<file path="config.mk">
export PLATFORM = sky130hd
export DESIGN_NAME = simd_issue_sequencer
export DESIGN_NICKNAME = d
export VERILOG_FILES = /design/src/rtl/simd_issue_sequencer.sv
export SDC_FILE = /design/constraint.sdc
export NUM_CORES = 1
export LEC_CHECK = 0
export CORE_ASPECT_RATIO = 0.5
export CORE_MARGIN = 5
export CORE_UTILIZATION = 45
export DETAILED_ROUTE_END_ITERATION = 10
export PLACE_DENSITY = 0.68
export SKIP_CTS_REPAIR_TIMING = 1
export SYNTH_ARGS = -nofsm -noshare
export SYNTH_HDL_FRONTEND = slang
export SYNTH_SLANG_ARGS = --single-unit
</file>
<file path="constraint.sdc">
create_clock -name clk -period 3.4 [get_ports clk]
set_input_delay 0.85 -clock clk [delete_from_list [all_inputs] [get_ports clk]]
set_output_delay 0.85 -clock clk [all_outputs]
set_load 0.01 [all_outputs]
</file>
<file path="src/rtl/simd_issue_sequencer.sv">
// Issue sequencer for the 4-lane SIMD datapath: queues R-type instructions in a small FIFO
// and walks each one through READ -> EXEC -> WRITE, driving the shared lane strobes.
module simd_issue_sequencer #(
    parameter int FIFO_DEPTH = 4,
    parameter int MUL_LAT    = 3,
    parameter int CNT_W      = 16
) (
    input  logic                          clk,
    input  logic                          rst,
    input  logic                          enable,
    input  logic                          instr_valid,
    input  logic [16:0]                   instr_in,
    output logic                          instr_ready,
    output logic                          rs1_rd_en,
    output logic                          rs2_rd_en,
    output logic                          add_en,
    output logic                          sub_en,
    output logic                          bitrev_en,
    output logic                          mul_en,
    output logic                          rd_wr_en,
    output logic [4:0]                    rs1,
    output logic [4:0]                    rs2,
    output logic [4:0]                    rd,
    output logic                          busy,
    output logic                          instr_done,
    output logic [CNT_W-1:0]              retire_cnt,
    output logic [$clog2(FIFO_DEPTH):0]   fifo_level
);

    localparam int PTR_W = $clog2(FIFO_DEPTH);
    localparam int LVL_W = PTR_W + 1;
    localparam int EC_W  = $clog2(MUL_LAT + 1);

    localparam logic [1:0] OP_ADD    = 2'd0;
    localparam logic [1:0] OP_SUB    = 2'd1;
    localparam logic [1:0] OP_BITREV = 2'd2;
    localparam logic [1:0] OP_MUL    = 2'd3;

    typedef enum logic [1:0] {IDLE, READ, EXEC, WRITE} state_t;

    state_t             state_q, state_d;
    logic [16:0]        instr_q, instr_d;
    logic [EC_W-1:0]    cnt_q, cnt_d;
    logic [CNT_W-1:0]   retire_q, retire_d;
    logic [PTR_W-1:0]   rd_ptr_q, rd_ptr_d;
    logic [PTR_W-1:0]   wr_ptr_q, wr_ptr_d;
    logic [LVL_W-1:0]   level_q, level_d;
    logic [16:0]        mem_q [FIFO_DEPTH];
    logic [16:0]        mem_d [FIFO_DEPTH];

    logic full;
    logic empty;
    logic push;
    logic pop;
    logic [1:0] op;

    assign full  = (level_q == LVL_W'(FIFO_DEPTH));
    assign empty = (level_q == '0);
    assign push  = instr_valid && !full;
    // The head is consumed only where the FSM can accept a new instruction.
    assign pop   = enable && !empty && ((state_q == IDLE) || (state_q == WRITE));
    assign op    = instr_q[16:15];

    always_comb begin
        mem_d    = mem_q;
        wr_ptr_d = wr_ptr_q;
        rd_ptr_d = rd_ptr_q;
        level_d  = level_q + LVL_W'(push) - LVL_W'(pop);
        if (push) begin
            mem_d[wr_ptr_q] = instr_in;
            wr_ptr_d        = wr_ptr_q + PTR_W'(1);
        end
        if (pop) begin
            rd_ptr_d = rd_ptr_q + PTR_W'(1);
        end
    end

    always_comb begin
        state_d  = state_q;
        instr_d  = instr_q;
        cnt_d    = cnt_q;
        retire_d = retire_q;
        if (enable) begin
            case (state_q)
                IDLE: begin
                    if (pop) begin
                        instr_d = mem_q[rd_ptr_q];
                        state_d = READ;
                    end
                end
                READ: begin
                    state_d = EXEC;
                    cnt_d   = EC_W'(1);
                end
                EXEC: begin
                    if ((op != OP_MUL) || (cnt_q == EC_W'(MUL_LAT))) begin
                        state_d = WRITE;
                    end else begin
                        cnt_d = cnt_q + EC_W'(1);
                    end
                end
                WRITE: begin
                    retire_d = retire_q + CNT_W'(1);
                    // Back-to-back issue: go straight to READ when work is waiting.
                    if (pop) begin
                        instr_d = mem_q[rd_ptr_q];
                        state_d = READ;
                    end else begin
                        state_d = IDLE;
                    end
                end
                default: state_d = IDLE;
            endcase
        end
    end

    always_ff @(posedge clk) begin
        if (!rst) begin
            state_q  <= IDLE;
            instr_q  <= '0;
            cnt_q    <= '0;
            retire_q <= '0;
            rd_ptr_q <= '0;
            wr_ptr_q <= '0;
            level_q  <= '0;
        end else begin
            state_q  <= state_d;
            instr_q  <= instr_d;
            cnt_q    <= cnt_d;
            retire_q <= retire_d;
            rd_ptr_q <= rd_ptr_d;
            wr_ptr_q <= wr_ptr_d;
            level_q  <= level_d;
        end
    end

    always_ff @(posedge clk) begin
        mem_q <= mem_d;
    end

    always_comb begin
        rs1_rd_en   = enable && (state_q == READ);
        rs2_rd_en   = enable && (state_q == READ);
        add_en      = enable && (state_q == EXEC) && (op == OP_ADD);
        sub_en      = enable && (state_q == EXEC) && (op == OP_SUB);
        bitrev_en   = enable && (state_q == EXEC) && (op == OP_BITREV);
        mul_en      = enable && (state_q == EXEC) && (op == OP_MUL);
        rd_wr_en    = enable && (state_q == WRITE);
        instr_done  = enable && (state_q == WRITE);
        busy        = (state_q != IDLE) || !empty;
        instr_ready = !full;
        rs1         = instr_q[9:5];
        rs2         = instr_q[4:0];
        rd          = instr_q[14:10];
        retire_cnt  = retire_q;
        fifo_level  = level_q;
    end

endmodule
</file>
==> impl_metrics.py, run 1 <==
metrics = {
    "yosys": {
        "synth_common_cells": "edfxtp_1 (68), dfxtp_1 (44), nand2_1 (43), buf_4 (20)",
        "synth_area_leaders": "edfxtp_1 (44%), dfxtp_1 (19%), mux4_2 (8.2%)",
        "synth_area_leader_cell": "edfxtp_1",
        "synthMostInstantiatedCell": "edfxtp_1",
        "syn_area_per_cell_um2": 13.6,
        "synth.ff_latch_count": 112,
        "postSynthCellCount": 345,
        "ys_async_sr_fraction": 0,
        "synth_edf_count": 68,
        "ys.flop_type": "edfxtp_1",
        "yosysSeqAreaShare": 0.624,
        "synth_fp_nets": 379,
        "synth_area_mm2": 0.00469,
        "ys_types": 41,
        "yosysWarnings": 0,
        "synth_top_area_share": 0.436,
    },
    "clock_network": {
        "cts_tree": "done",
        "cts-buffers-inserted": 9,
        "clkSinkCount": 112,
        "cts_max_level": 3,
        "clock-root-buffer": "clkbuf_16",
        "worst_skew_pair.late_latency_ns": 0.35,
        "clk_path_buf_depth": 2,
        "clk_pin_slew_ns": 0.07,
    },
    "routing": {
        "ant_nets": 0,
        "drt_wl_total_um": 8850,
        "wl_per_cell_um": 16.2,
        "drtIter0Drc": 124,
        "drc": 0,
        "viasPerCell": 5.14,
        "dr.pass1.iters": 4,
        "vias": 2811,
    },
    "floorplanning": {
        "die_area_mm2": 0.0127,
        "initial_core_util": 0.460,
        "core_area_mm2": 0.0102,
        "die_w_um": 154,
        "num_io_pins": 65,
        "die_h_um": 82.2,
        "rows": 26,
    },
    "hold_path": {
        "min_to": "instr_q[1]",
        "min_from": "instr_q[1]",
        "hold_path_class": "register to register",
        "min_path_cells": 2,
    },
    "power": {
        "p_leak_uw": 0.00196,
        "peakVddDrop_mv": 0.285,
        "powerDensity_mw_per_mm2": 651,
        "p_total_uw": 3690,
    },
    "global_routing": {
        "grt_pass1_vias": 2907,
        "grt_pass1_wl_um": 14600,
        "antenna_found_initial": 0,
        "grt_start_max_net_pins": 21,
        "track_usage": 0.149,
        "overflow": 0,
    },
    "timing": {
        "hold_violations": 0,
        "rsz0062_at_grt": "no",
        "skew_ns": 0.00870,
        "fin_ws_ns": 0.428,
        "worst_pin_slew_ns": 0.869,
        "slew_violations": 0,
        "max_freq_mhz": 336,
        "min_period_over_period": 0.874,
        "relSlewSlack": 0.420,
        "finalSetupViolations": 0,
        "fin_crit_ns": 2.97,
        "fin_tns_setup_ns": 0,
    },
    "placement": {
        "port_buffers": 64,
        "gp_congestion": 0.858,
        "hpwl_um": 6150,
        "dpl_cell_area_mm2": 0.00538,
        "place_ws_ns": 0.0418,
    },
    "run_status": {
        "outcome": "completed",
    },
    "critical_path": {
        "r2r-start": "state_q[0]",
        "critPathLaunchType": "primary input",
        "r2r_end": "fifo_level[2]",
        "cp.required_ns": 2.55,
        "crit_chain": "dlymetal6s2s_1, nand2_1, nor3b_1, clkdlybuf4s50_1",
        "crit_path_top_delay_cell": "clkdlybuf4s50_1",
        "worst_ep_arrival_time_ns": 2.12,
        "reg2regPathDepth": 11,
        "worst-r2r-setup-slack_ns": 0.75,
        "critPathKind": "primary input to primary output",
        "cpPeakStageDelay_ns": 0.58,
        "cp_max_fo": 9,
        "cp-end-kind": "primary output",
    },
    "finish": {
        "diodes": 0,
        "drive_gt1_frac": 0.167,
        "nets": 436,
        "area_growth_pct": 20.8,
        "design_area_mm2": 0.00566,
    },
    "run": {
        "drv_cap": 0,
    },
}
==> power breakdown <==
| part | total [uW] | switching (uW) | leakage, uW | internal, uW |
|---|---|---|---|---|
| clock network | 1000 | 490 | 0.000144 | 513 |
| logic | 934 | 445 | 0.000831 | 489 |
| registers | 1750 | 129 | 0.000980 | 1620 |
| total | 3690 | 1060 | 0.00196 | 2620 |
==> metrics by stage <==
step	util	std cells	hold WS (ns)
2_1_floorplan	-	345	0.437
3_3_place_gp	0.528	531	0.445
3_5_place_dp	0.528	531	0.451
4_1_cts	0.556	547	0.463
5_1_grt	0.556	547	0.483
6_report	0.556	547	0.457
==> critical path: cells and delay by family <==
family | cells | cell delay (ns)
AND/OR/NAND/NOR | 2 | 0.41
buffers and inverters | 2 | 0.86
==> cell families after synthesis <==
group,share of synthesized area
DFF,0.624
and+or+nand+nor,0.119
buffers and inverters,0.0601
AOI/OAI and AO/OA,0.0454
muxes,0.0860
xor gates and xnor gates,0.0299
adders and majority gates,0.0363
==> metal layers <==
metal	routed length, um	GRT usage	up-vias	part of all wire
met5	0	0	-	0
met4	121	0.0599	0	0.014
met2	4520	0.269	59	0.51
li1	-	-	1340	-
met1	3780	0.171	1400	0.43
met3	419	0.0453	12	0.047
==> worst max-delay path by stage <==
stage | end | slack [ns] | cells after the start | startpoint
6_report | bitrev_en | 0.43 | 4 | enable
5_1_grt | sub_en | 0.36 | 4 | enable
4_1_cts | sub_en | 0.10 | 4 | enable
3_5_place_dp | fifo_level[2] | 0.04 | 10 | enable
3_3_place_gp | sub_en | 0.10 | 4 | enable
2_1_floorplan | fifo_level[2] | 0.58 | 12 | enable
==> flip-flops by register name (all words and copies together), names as in the netlist <==
signal	cells
rd_ptr_q	2
fifo_level	3
wr_ptr_q	2
state_q	2
instr_q	17
mem_q	68
retire_cnt	16
cnt_q	2
==> placed cells by master, fill, tap and decap left out, types with 3 or more instances in the layout <==
cell type	count
a21oi_1	14
a21oi_2	10
and2_1	3
and3_1	5
and4_1	3
buf_4	12
clkbuf_16	9
clkdlybuf4s50_1	63
dfxtp_1	44
edfxtp_1	68
ha_1	12
inv_1	13
inv_6	3
mux4_2	17
nand2_1	43
nand2_2	9
nand3_1	4
nand4_1	7
nor2_1	17
nor3_1	4
o21ai_0	4
or3_1	3
xnor2_1	8
xor2_1	8
==> area by class of cell <==
class,instances,area (um2)
Timing Repair Buffer,76,733
Inverter,14,65.1
Fill cell,824,4520
Sequential cell,112,2920
Tap cell,140,175
Clock inverter,7,58.8
Multi-Input combinational cell,189,1480
Clock buffer,9,225
No activity file was read; power rests on OpenSTA's default activity.
==> run 2: changes to the inputs <==
--- a/config.mk
+++ b/config.mk
@@ -9,7 +9,7 @@
 export CORE_MARGIN = 5
 export CORE_UTILIZATION = 45
 export DETAILED_ROUTE_END_ITERATION = 10
-export PLACE_DENSITY = 0.68
+export PLACE_DENSITY = 0.7
 export SKIP_CTS_REPAIR_TIMING = 1
 export SYNTH_ARGS = -nofsm -noshare
 export SYNTH_HDL_FRONTEND = slang
==> constraint.sdc (replaced) <==
create_clock -name clk -period 2.4 [get_ports clk]
set_input_delay 0.6 -clock clk [delete_from_list [all_inputs] [get_ports clk]]
set_output_delay 0.6 -clock clk [all_outputs]
set_load 0.01 [all_outputs]
==> impl_metrics.py, run 2 (synthesis results as in run 1) <==
metrics = {
    "critical_path": {
        "worst-r2r-setup-slack_ns": 0.10,
        "cp-end-kind": "register",
        "cp_max_fo": 3,
        "crit_path_frequent_cell": "ha_4",
        "crit_chain": "inv_2, ha_4, or3b_4, clkinv_8, ha_4, inv_2, ha_4, fa_2, xnor2_2, xnor2_1, nor2_1",
        "crit_path_top_delay_cell": "or3b_4",
        "critPathLaunchType": "register",
        "r2r-start": "state_q[1]",
        "critPathKind": "register to register",
        "reg2regPathDepth": 11,
        "r2r_end": "fifo_level[2]",
        "cpPeakStageDelay_ns": 0.43,
        "worst_ep_arrival_time_ns": 2.52,
        "cp.required_ns": 2.62,
    },
    "clock_network": {
        "cts-buffers-inserted": 9,
        "cts_tree": "done",
        "clk_pin_slew_ns": 0.07,
        "clk_path_buf_depth": 2,
        "cts_max_level": 3,
        "clkSinkCount": 112,
        "clock-root-buffer": "clkbuf_16",
        "worst_skew_pair.late_latency_ns": 0.35,
    },
    "timing": {
        "hold_violations": 0,
        "fin_ws_ns": 0.104,
        "finalSetupViolations": 0,
        "min_period_over_period": 0.957,
        "fin_crit_ns": 2.30,
        "fin_tns_setup_ns": 0,
        "max_freq_mhz": 436,
        "slew_violations": 0,
        "skew_ns": 0.00673,
        "rsz0062_at_grt": "no",
        "relSlewSlack": 0.758,
        "worst_pin_slew_ns": 0.363,
    },
    "routing": {
        "ant_nets": 0,
        "drt_wl_total_um": 9020,
        "drtIter0Drc": 115,
        "wl_per_cell_um": 16.2,
        "viasPerCell": 5.09,
        "dr.pass1.iters": 4,
        "drc": 0,
        "vias": 2839,
    },
    "global_routing": {
        "track_usage": 0.150,
        "grt_pass1_vias": 2952,
        "grt_start_max_net_pins": 25,
        "overflow": 0,
        "antenna_found_initial": 0,
        "grt_pass1_wl_um": 14600,
    },
    "finish": {
        "nets": 447,
        "layout_common_cells": "edfxtp_1 (68), clkdlybuf4s50_1 (55), nand2_1 (43), dfxtp_1 (41), buf_4 (21)",
        "design_area_mm2": 0.00584,
        "final_util": 0.574,
        "diodes": 0,
        "drive_gt1_frac": 0.222,
        "final_common_cell": "edfxtp_1",
        "area_growth_pct": 24.7,
        "top_register": "mem_q",
        "largest_reg_flops": 68,
    },
    "placement": {
        "hpwl_um": 6040,
        "dpl_cell_area_mm2": 0.00551,
        "gp_congestion": 0.814,
        "place_ws_ns": -0.463,
        "port_buffers": 64,
    },
    "floorplanning": {
        "num_io_pins": 65,
        "die_w_um": 154,
        "initial_core_util": 0.460,
        "core_area_mm2": 0.0102,
        "die_h_um": 82.2,
        "rows": 26,
        "die_area_mm2": 0.0127,
    },
    "hold_path": {
        "min_to": "instr_q[13]",
        "min_path_cells": 2,
        "min_from": "instr_q[13]",
        "hold_path_class": "register to register",
    },
    "run": {
        "drv_cap": 0,
    },
    "power": {
        "peakVddDrop_mv": 0.421,
        "p_leak_uw": 0.00216,
        "powerDensity_mw_per_mm2": 924,
    },
    "run_status": {
        "outcome": "completed",
    },
}
[run 2: where the power goes]
| group | internal [uW] | switching, uW | total, uW |
|---|---|---|---|
| Sequential | 2300 | 136 | 2440 |
| Clock | 779 | 679 | 1460 |
| Combinational | 793 | 711 | 1500 |
[run 2: worst max path at each step]
| stage | start | cells past startpoint | endpoint | slack, ns |
|---|---|---|---|---|
| after floorplan | enable | 12 | fifo_level[2] | -0.11 |
| after global placement | enable | 10 | fifo_level[2] | -0.40 |
| after detailed placement | enable | 10 | fifo_level[2] | -0.46 |
| after CTS | enable | 5 | sub_en | -0.39 |
| after global routing | state_q[1] | 11 | fifo_level[2] | 0.02 |
| final | state_q[1] | 11 | fifo_level[2] | 0.10 |
[run 2: area by class of cell]
cell class | count | area, um2
clock inverter | 5 | 43.8
clock buffer | 11 | 253
timing repair buffer | 87 | 845
tap | 140 | 175
sequential | 112 | 2930
inverter | 14 | 65.1
fill | 801 | 4340
multi-input combinational | 189 | 1540
[run 2: critical path, delay by kind of cell, from the launching register on]
kind	cells	cell delay, ns
DFF	1	0.34
buffers and inverters	3	0.15
xor gates and xnor gates	2	0.31
and+or+nand+nor	2	0.48
adders and majority gates	4	0.88
[run 2: through the flow]
stage | hold WS (ns) | instances | total power [uW]
floorplan | 0.437 | 345 | 3520
global placement | 0.442 | 542 | 3920
detailed placement | 0.445 | 542 | 3990
CTS | 0.455 | 558 | 5450
global route | 0.478 | 558 | 5690
finish | 0.453 | 558 | 5400
[run 2: routing by layer]
layer / vias up / global-route usage / routed length, um / part of all wire
met1: 1409 / 0.165 / 3690 / 0.41
met2: 63 / 0.284 / 4710 / 0.52
met4: 0 / 0.0467 / 113 / 0.013
met5: - / 0 / 0 / 0
met3: 12 / 0.0463 / 516 / 0.057
li1: 1355 / - / - / -
